`config.mk`:
```
export PLATFORM = sky130hd
export DESIGN_NAME = switch_conditioner
export DESIGN_NICKNAME = d
export VERILOG_FILES = /design/src/rtl/switch_conditioner.sv
export SDC_FILE = /design/constraint.sdc
export NUM_CORES = 1
export LEC_CHECK = 0
export CORE_ASPECT_RATIO = 0.8
export CORE_UTILIZATION = 61
export DETAILED_ROUTE_END_ITERATION = 16
export GPL_TIMING_DRIVEN = 0
export PLACE_DENSITY = 0.86
export SLEW_MARGIN = 40
export SYNTH_ARGS = -nofsm -noshare
export SYNTH_HDL_FRONTEND = slang
export SYNTH_SLANG_ARGS = --single-unit
```
`constraint.sdc`:
```
create_clock -name clk -period 4.1 [get_ports clk]
set_input_delay 0.82 -clock clk [delete_from_list [all_inputs] [get_ports clk]]
set_output_delay 0.82 -clock clk [all_outputs]
set_load 0.03 [all_outputs]
```
`src/rtl/switch_conditioner.sv`:
```
// Board switch conditioning: 2-flop sync + per-channel debounce with rise/fall strobes, plus a 1-in-TICK_DIV tick.
// Level/strobe latency is DEB_CYCLES+1 edges from the raw sample; no backpressure, outputs are flop-driven every cycle.
module switch_conditioner #(
  parameter int NUM_SW     = 3,
  parameter int DEB_CYCLES = 1000000,
  parameter int TICK_DIV   = 100000000
) (
  input  logic              clk,
  input  logic              reset,
  input  logic [NUM_SW-1:0] sw_raw,
  input  logic              tick_clr,
  output logic [NUM_SW-1:0] sw_level,
  output logic [NUM_SW-1:0] sw_rise,
  output logic [NUM_SW-1:0] sw_fall,
  output logic              tick
);

  localparam int CW = $clog2(DEB_CYCLES);
  localparam int TW = $clog2(TICK_DIV);
  localparam logic [CW-1:0] DEB_MAX  = CW'(DEB_CYCLES - 1);
  localparam logic [TW-1:0] TICK_MAX = TW'(TICK_DIV - 1);

  logic [NUM_SW-1:0]         s1_q, s1_d;
  logic [NUM_SW-1:0]         s2_q, s2_d;
  logic [NUM_SW-1:0][CW-1:0] deb_cnt_q, deb_cnt_d;
  logic [NUM_SW-1:0]         level_q, level_d;
  logic [NUM_SW-1:0]         rise_q, rise_d;
  logic [NUM_SW-1:0]         fall_q, fall_d;
  logic [TW-1:0]             tick_cnt_q, tick_cnt_d;
  logic                      tick_q, tick_d;

  always_comb begin
    s1_d      = sw_raw;
    s2_d      = s1_q;
    level_d   = level_q;
    deb_cnt_d = deb_cnt_q;
    rise_d    = '0;
    fall_d    = '0;
    for (int i = 0; i < NUM_SW; i++) begin
      // Any sample agreeing with the accepted level restarts the stability window.
      if (s2_q[i] == level_q[i]) begin
        deb_cnt_d[i] = '0;
      end else if (deb_cnt_q[i] == DEB_MAX) begin
        level_d[i]   = s2_q[i];
        deb_cnt_d[i] = '0;
        rise_d[i]    = s2_q[i];
        fall_d[i]    = ~s2_q[i];
      end else begin
        deb_cnt_d[i] = deb_cnt_q[i] + CW'(1);
      end
    end
  end

  always_comb begin
    tick_cnt_d = tick_cnt_q + TW'(1);
    tick_d     = 1'b0;
    // A clear wins over a coincident wrap, suppressing that tick.
    if (tick_clr) begin
      tick_cnt_d = '0;
    end else if (tick_cnt_q == TICK_MAX) begin
      tick_cnt_d = '0;
      tick_d     = 1'b1;
    end
  end

  always_ff @(posedge clk or posedge reset) begin
    if (reset) begin
      s1_q       <= '0;
      s2_q       <= '0;
      deb_cnt_q  <= '0;
      level_q    <= '0;
      rise_q     <= '0;
      fall_q     <= '0;
      tick_cnt_q <= '0;
      tick_q     <= 1'b0;
    end else begin
      s1_q       <= s1_d;
      s2_q       <= s2_d;
      deb_cnt_q  <= deb_cnt_d;
      level_q    <= level_d;
      rise_q     <= rise_d;
      fall_q     <= fall_d;
      tick_cnt_q <= tick_cnt_d;
      tick_q     <= tick_d;
    end
  end

  assign sw_level = level_q;
  assign sw_rise  = rise_q;
  assign sw_fall  = fall_q;
  assign tick     = tick_q;

endmodule

```
==> results.toml, run 1 <==
[layout]
drive_gt1_share_pct = 9.87
area_delta_synth_final_pct = 10.6
layout_common_cells = "dfrtp_1 (103), nor2_1 (48), nand2_1 (35)"
nFillCells = 604
final_cells = 665
num_antenna_cells = 0
fin_nets = 564
final_common_cell = "dfrtp_1"

[clock_network]
cts.sinks = 103
cts_hold_buf = 0
post_cts_resized = 0
root_buffer = "clkbuf_8"
worstSkewPairLatency_ns = 0.37
postCtsSetupBuffers = 0
clock_path_buffers = 2
clkTransAtPathRegs_ns = 0.09
htreeDepth = 3
tritoncts = "yes"
cts-buffers-inserted = 9

[global_route]
grt_pass1_vias = 4087
grtUsageTotal_pct = 26.8
antenna_found_initial = 0
grt_first_pass_wirelength_microns = 19000
grt_start_max_net_pins = 60
grt.overflow.total = 0

[yosys]
synthFlopType = "dfrtp_1"
async_flop_share_pct = 100
synthAdderAreaFrac_pct = 0.958
syn_area_sq_um = 5230
synth_warnings = 0
synth_compound_area_share_pct = 10.0
syn_avg_cell_area_sq_um = 9.91
ys_ff_latch = 103
ys_types = 51
syn_inst = 527
synth_xor_area_share_pct = 7.38
synth-simple-area-share_pct = 28.1
muxShareOfSynthArea_pct = 0.647
synth_edf_count = 0
synth_top_family_by_area = "simple AND/OR/NAND/NOR gates"
synthesis.nets = 537
synth-seq-area-share_pct = 49.3

[timing]
report.final.hold_viol_count = 0
tightest_slew_ns = 0.780
max_freq_mhz = 394
setup_viol = 0
relSlewSlack_pct = 47.7
clock_skew_ns = 0.0109
rsz0062_at_grt = "false"
timing.hold.ws_ns = 0.345
fin_ws_ns = 1.56
final.period_utilization_pct = 62.0
slew_violations = 0
setup-tns-final_ns = 0
min_period_ns = 2.54

[power]
p_leak_nw = 2.21
p_per_area_nw_per_um2 = 324
ir_worst_vdd_v = 0.000285
totalPowerFinal_mw = 1.87

[worst_setup_path]
worstPathArrival_ns = 2.77
start_kind = "flop"
r2r_start = "tick_cnt_q[0]"
worstPathMaxFanout = 10
startpoint = "tick_cnt_q[0]"
worstPathRequired_ns = 4.33
worstRegToRegCells = 7
cp-end-kind = "flop"
crit_type = "reg2reg"

[route]
drt_iter0_markers = 331
drc = 0
via_count = 4234
via_per_inst = 6.37
detail_route.first_pass.iterations = 5
wl_per_cell_microns = 16.3
ant_nets = 0
routed_wl_microns = 10800

[placed_design]
port_buffers = 15
post-place-cells = 651
dpl.hpwl_microns = 7280
dp_slack_ns = 1.61
place_congestion = 0.885

[job]
maxCapViolCount = 0

[floorplanning]
dieArea_sq_um = 8940
rows = 29
core_sq_um = 8130
io_pins = 16
die_x_microns = 105
die_h_microns = 84.8
initial_core_util_pct = 64.3

[min_path]
worstHoldPathCells = 0
holdCritStartpoint = "s1_q[1]"
hold_class = "reg2reg"

[outcome]
run_status = "finished, final reports clean"
## area by class of cell
type	count	area (sq um)	share of cell area, %
Sequential cell	103	2580	44.6
Multi-Input combinational cell	385	2460	42.6
Timing Repair Buffer	16	178	3.07
Clock buffer	10	138	2.38
Tap cell	108	135	2.34
Buffer	24	128	2.21
Clock inverter	4	95.1	1.65
Inverter	15	63.8	1.10
## synthesized netlist by cell type (14+ instances only)
library cell | number | area [sq um]
o31ai_1 | 17 | 128
xnor2_1 | 28 | 245
nand2_1 | 35 | 131
a21oi_1 | 22 | 110
o21ai_0 | 20 | 100
inv_1 | 15 | 56.3
xor2_1 | 16 | 140
nor4_1 | 14 | 87.6
nor2_1 | 48 | 180
dfrtp_1 | 103 | 2580
nand4_1 | 16 | 100
or3_1 | 22 | 138
nand3_1 | 34 | 170
or4_1 | 21 | 158
## metrics by stage
stage | area [sq um] | utilization, %
2_1_floorplan | 5230 | -
5_1_grt | 5780 | 71.1
3_5_place_dp | 5550 | 68.2
6_report | 5780 | 71.1
4_1_cts | 5780 | 71.1
3_3_place_gp | 5510 | 67.8
## kinds of logic (layout without fill, tap and decap cells)
family	after synthesis	after routing
AO/OA/AOI/OAI	81	81
XOR/XNOR	44	44
adder cells (fa/ha/maj)	4	4
buffers and inverters	39	69
flip-flops	103	103
multiplexers	3	3
AND/OR/NAND/NOR	253	253
## critical path, cell delays in order (launching register included)
cell     delay, ns
dfrtp_1       0.43
ha_1          0.29
nand4_1       0.25
or2_1         0.27
buf_2         0.17
nor4_4        0.61
buf_4         0.31
nor3_1        0.08
## flip-flops by register name, indices dropped and copies added (netlist names)
register / flops
s1_q: 3
sw_fall: 3
sw_level: 3
sw_rise: 3
tick_cnt_q: 27
tick: 1
s2_q: 3
deb_cnt_q: 60
## worst paths after layout
| kind | to | slack (ns) |
|---|---|---|
| setup / recovery | tick_cnt_q[3] | 1.56 |
| hold / removal | s2_q[1] | 0.35 |
| setup reg to reg | tick_cnt_q[3] | 1.56 |
| hold reg to reg | s2_q[1] | 0.35 |
| max in group asynchronous | deb_cnt_q[39] | 2.69 |
| min in group asynchronous | tick_cnt_q[24] | 0.83 |
## metal layers
layer,track usage (%),wire [microns],up-vias
met2,41.5,4980,153
li1,-,-,1986
met3,7.69,761,27
met5,0,0,-
met1,36.5,4900,2068
met4,9.22,192,0
## power breakdown
| part | switching (mW) | total, mW | internal (mW) |
|---|---|---|---|
| combinational | 0.0519 | 0.0787 | 0.0268 |
| sequential | 0.0155 | 1.05 | 1.03 |
| clock | 0.334 | 0.748 | 0.415 |
| total | 0.401 | 1.87 | 1.47 |
Note: power is estimated with default switching activity, not from simulation.
==> run 2, diff against run 1 <==
clock period = 2.6 ns   (was 4.1 ns; I/O delays follow)
==> run 2 against run 1 <==
Net effect:
- first-iteration DRC count fell by 12%
- wire length rose by 1.6%
- non-clock buffer count rose by 3
==> results.toml, run 2 (synthesized netlist as in run 1, its figures left out) <==
[min_path]
hold_end = "s2_q[1]"
worstHoldPathCells = 0
holdCritStartpoint = "s1_q[1]"
hold_class = "reg2reg"

[timing]
fin_ws_ns = 0.192
final.period_utilization_pct = 92.6
slew_violations = 0
setup_viol = 0
timing.hold.ws_ns = 0.364
min_period_ns = 2.41
report.final.hold_viol_count = 0
max_freq_mhz = 415
rsz0062_at_grt = "false"
tightest_slew_ns = 0.764
clock_skew_ns = 0.0106
relSlewSlack_pct = 48.8

[placed_design]
post_dp_cell_area_sq_um = 5610
place_congestion = 0.879
dp_slack_ns = 0.124
port_buffers = 15
dpl.hpwl_microns = 7920

[worst_setup_path]
worstPathArrival_ns = 2.65
reg2reg_to = "deb_cnt_q[48]"
start_kind = "flop"
worstPathRequired_ns = 2.84
worstPathMaxFanout = 10
critPathSlowestCell = "o31ai_2"
crit_type = "reg2reg"
crit_chain = "nor4_1 > nand4_1 > o31ai_2 > clkbuf_1 > nor2_1"
r2r_start = "deb_cnt_q[52]"
worstRegToRegCells = 5
cp-end-kind = "flop"
r2r_setup_slack_ns = 0.19
max_stage_delay_ns = 0.66

[clock_network]
htreeDepth = 3
postCtsSetupBuffers = 0
clock_path_buffers = 2
cts.sinks = 103
cts_hold_buf = 0
cts-buffers-inserted = 9
post_cts_resized = 0
worstSkewPairLatency_ns = 0.38
clkTransAtPathRegs_ns = 0.09
tritoncts = "yes"
root_buffer = "clkbuf_8"

[power]
p_per_area_nw_per_um2 = 477
ir_worst_vdd_v = 0.000392
totalPowerFinal_mw = 2.76
p_leak_nw = 2.20

[layout]
fin_nets = 567
top_register = "deb_cnt_q"
final_common_cell = "dfrtp_1"
layout_common_cells = "dfrtp_1 (103), nor2_1 (48), nand2_1 (35)"
largest_reg_flops = 60
finish.instance_area_sq_um = 5800
reg_top3 = "deb_cnt_q: 60 flops, tick_cnt_q: 27 flops"
area_delta_synth_final_pct = 10.9
drive_gt1_share_pct = 10.3
num_antenna_cells = 0
postLayoutCoreUtil_pct = 71.3

[route]
via_count = 4202
routed_wl_microns = 11000
drt_iter0_markers = 291
detail_route.first_pass.iterations = 4
via_per_inst = 6.28
ant_nets = 0
drc = 0
wl_per_cell_microns = 16.4

[outcome]
run_status = "finished, final reports clean"

[global_route]
grt_start_max_net_pins = 27
grt_first_pass_wirelength_microns = 19400
antenna_found_initial = 0
grt.overflow.total = 0
grtUsageTotal_pct = 27.5
grt_pass1_vias = 4233

[floorplanning]
initial_core_util_pct = 64.3
die_x_microns = 105
io_pins = 16
die_h_microns = 84.8
rows = 29
dieArea_sq_um = 8940
core_sq_um = 8130

[job]
maxCapViolCount = 0
[run 2: cell count changes in the layout (fill, tap and decap cells not counted)]
| cell | previous run | this run |
|---|---|---|
| inv_8 | 1 | 0 |
| clkbuf_1 | 12 | 13 |
| clkinvlp_4 | 0 | 5 |
| clkbuf_8 | 10 | 9 |
| buf_16 | 1 | 2 |
| buf_12 | 0 | 2 |
| bufinv_16 | 3 | 1 |
| clkinv_2 | 1 | 0 |
[run 2: layout make-up]
type	instances	area, sq um
multi-input cells	385	2460
well taps	108	135
flip-flops and latches	103	2580
clock buffers	10	128
inverters	15	60.1
repair buffers	19	245
fillers	576	2330
plain buffers	24	128
clock inverters	5	60.1
[run 2: metal layers]
layer,vias up,track usage (%),routed length (microns)
met2,126,45.5,5440
met4,0,9.86,194
li1,1988,-,-
met5,-,0,0
met3,20,7.22,562
met1,2068,35.1,4810
[run 2: how the worst max path moves through the flow]
stage | slack, ns | endpoint | startpoint | cells past startpoint
6_report | 0.19 | deb_cnt_q[48] | deb_cnt_q[52] | 5
5_1_grt | 0.07 | deb_cnt_q[30] | deb_cnt_q[31] | 5
4_1_cts | 0.12 | tick_cnt_q[24] | tick_cnt_q[0] | 7
3_3_place_gp | -0.12 | deb_cnt_q[16] | reset | 2
3_5_place_dp | 0.12 | tick_cnt_q[5] | tick_cnt_q[0] | 7
2_1_floorplan | 0.54 | tick_cnt_q[3] | tick_cnt_q[0] | 7
[run 2: through the flow]
step	TNS (ns)	std cells
3_3_place_gp	-12.13	650
5_1_grt	0	669
6_report	0	669
2_1_floorplan	0	527
3_5_place_dp	0	654
4_1_cts	0	669
[run 2: power breakdown]
group          total, mW  switching (mW)  internal [mW]
clock network      0.978           0.539          0.439
logic              0.136          0.0841         0.0521
registers           1.65          0.0252           1.62
[run 2: worst max-delay path: cells and delay by family, from the launching register on]
kind / cells / cell delay [ns]
AOI/OAI and AO/OA: 1 / 0.66
buffers and inverters: 1 / 0.44
DFF: 1 / 0.45
and+or+nand+nor: 3 / 0.73
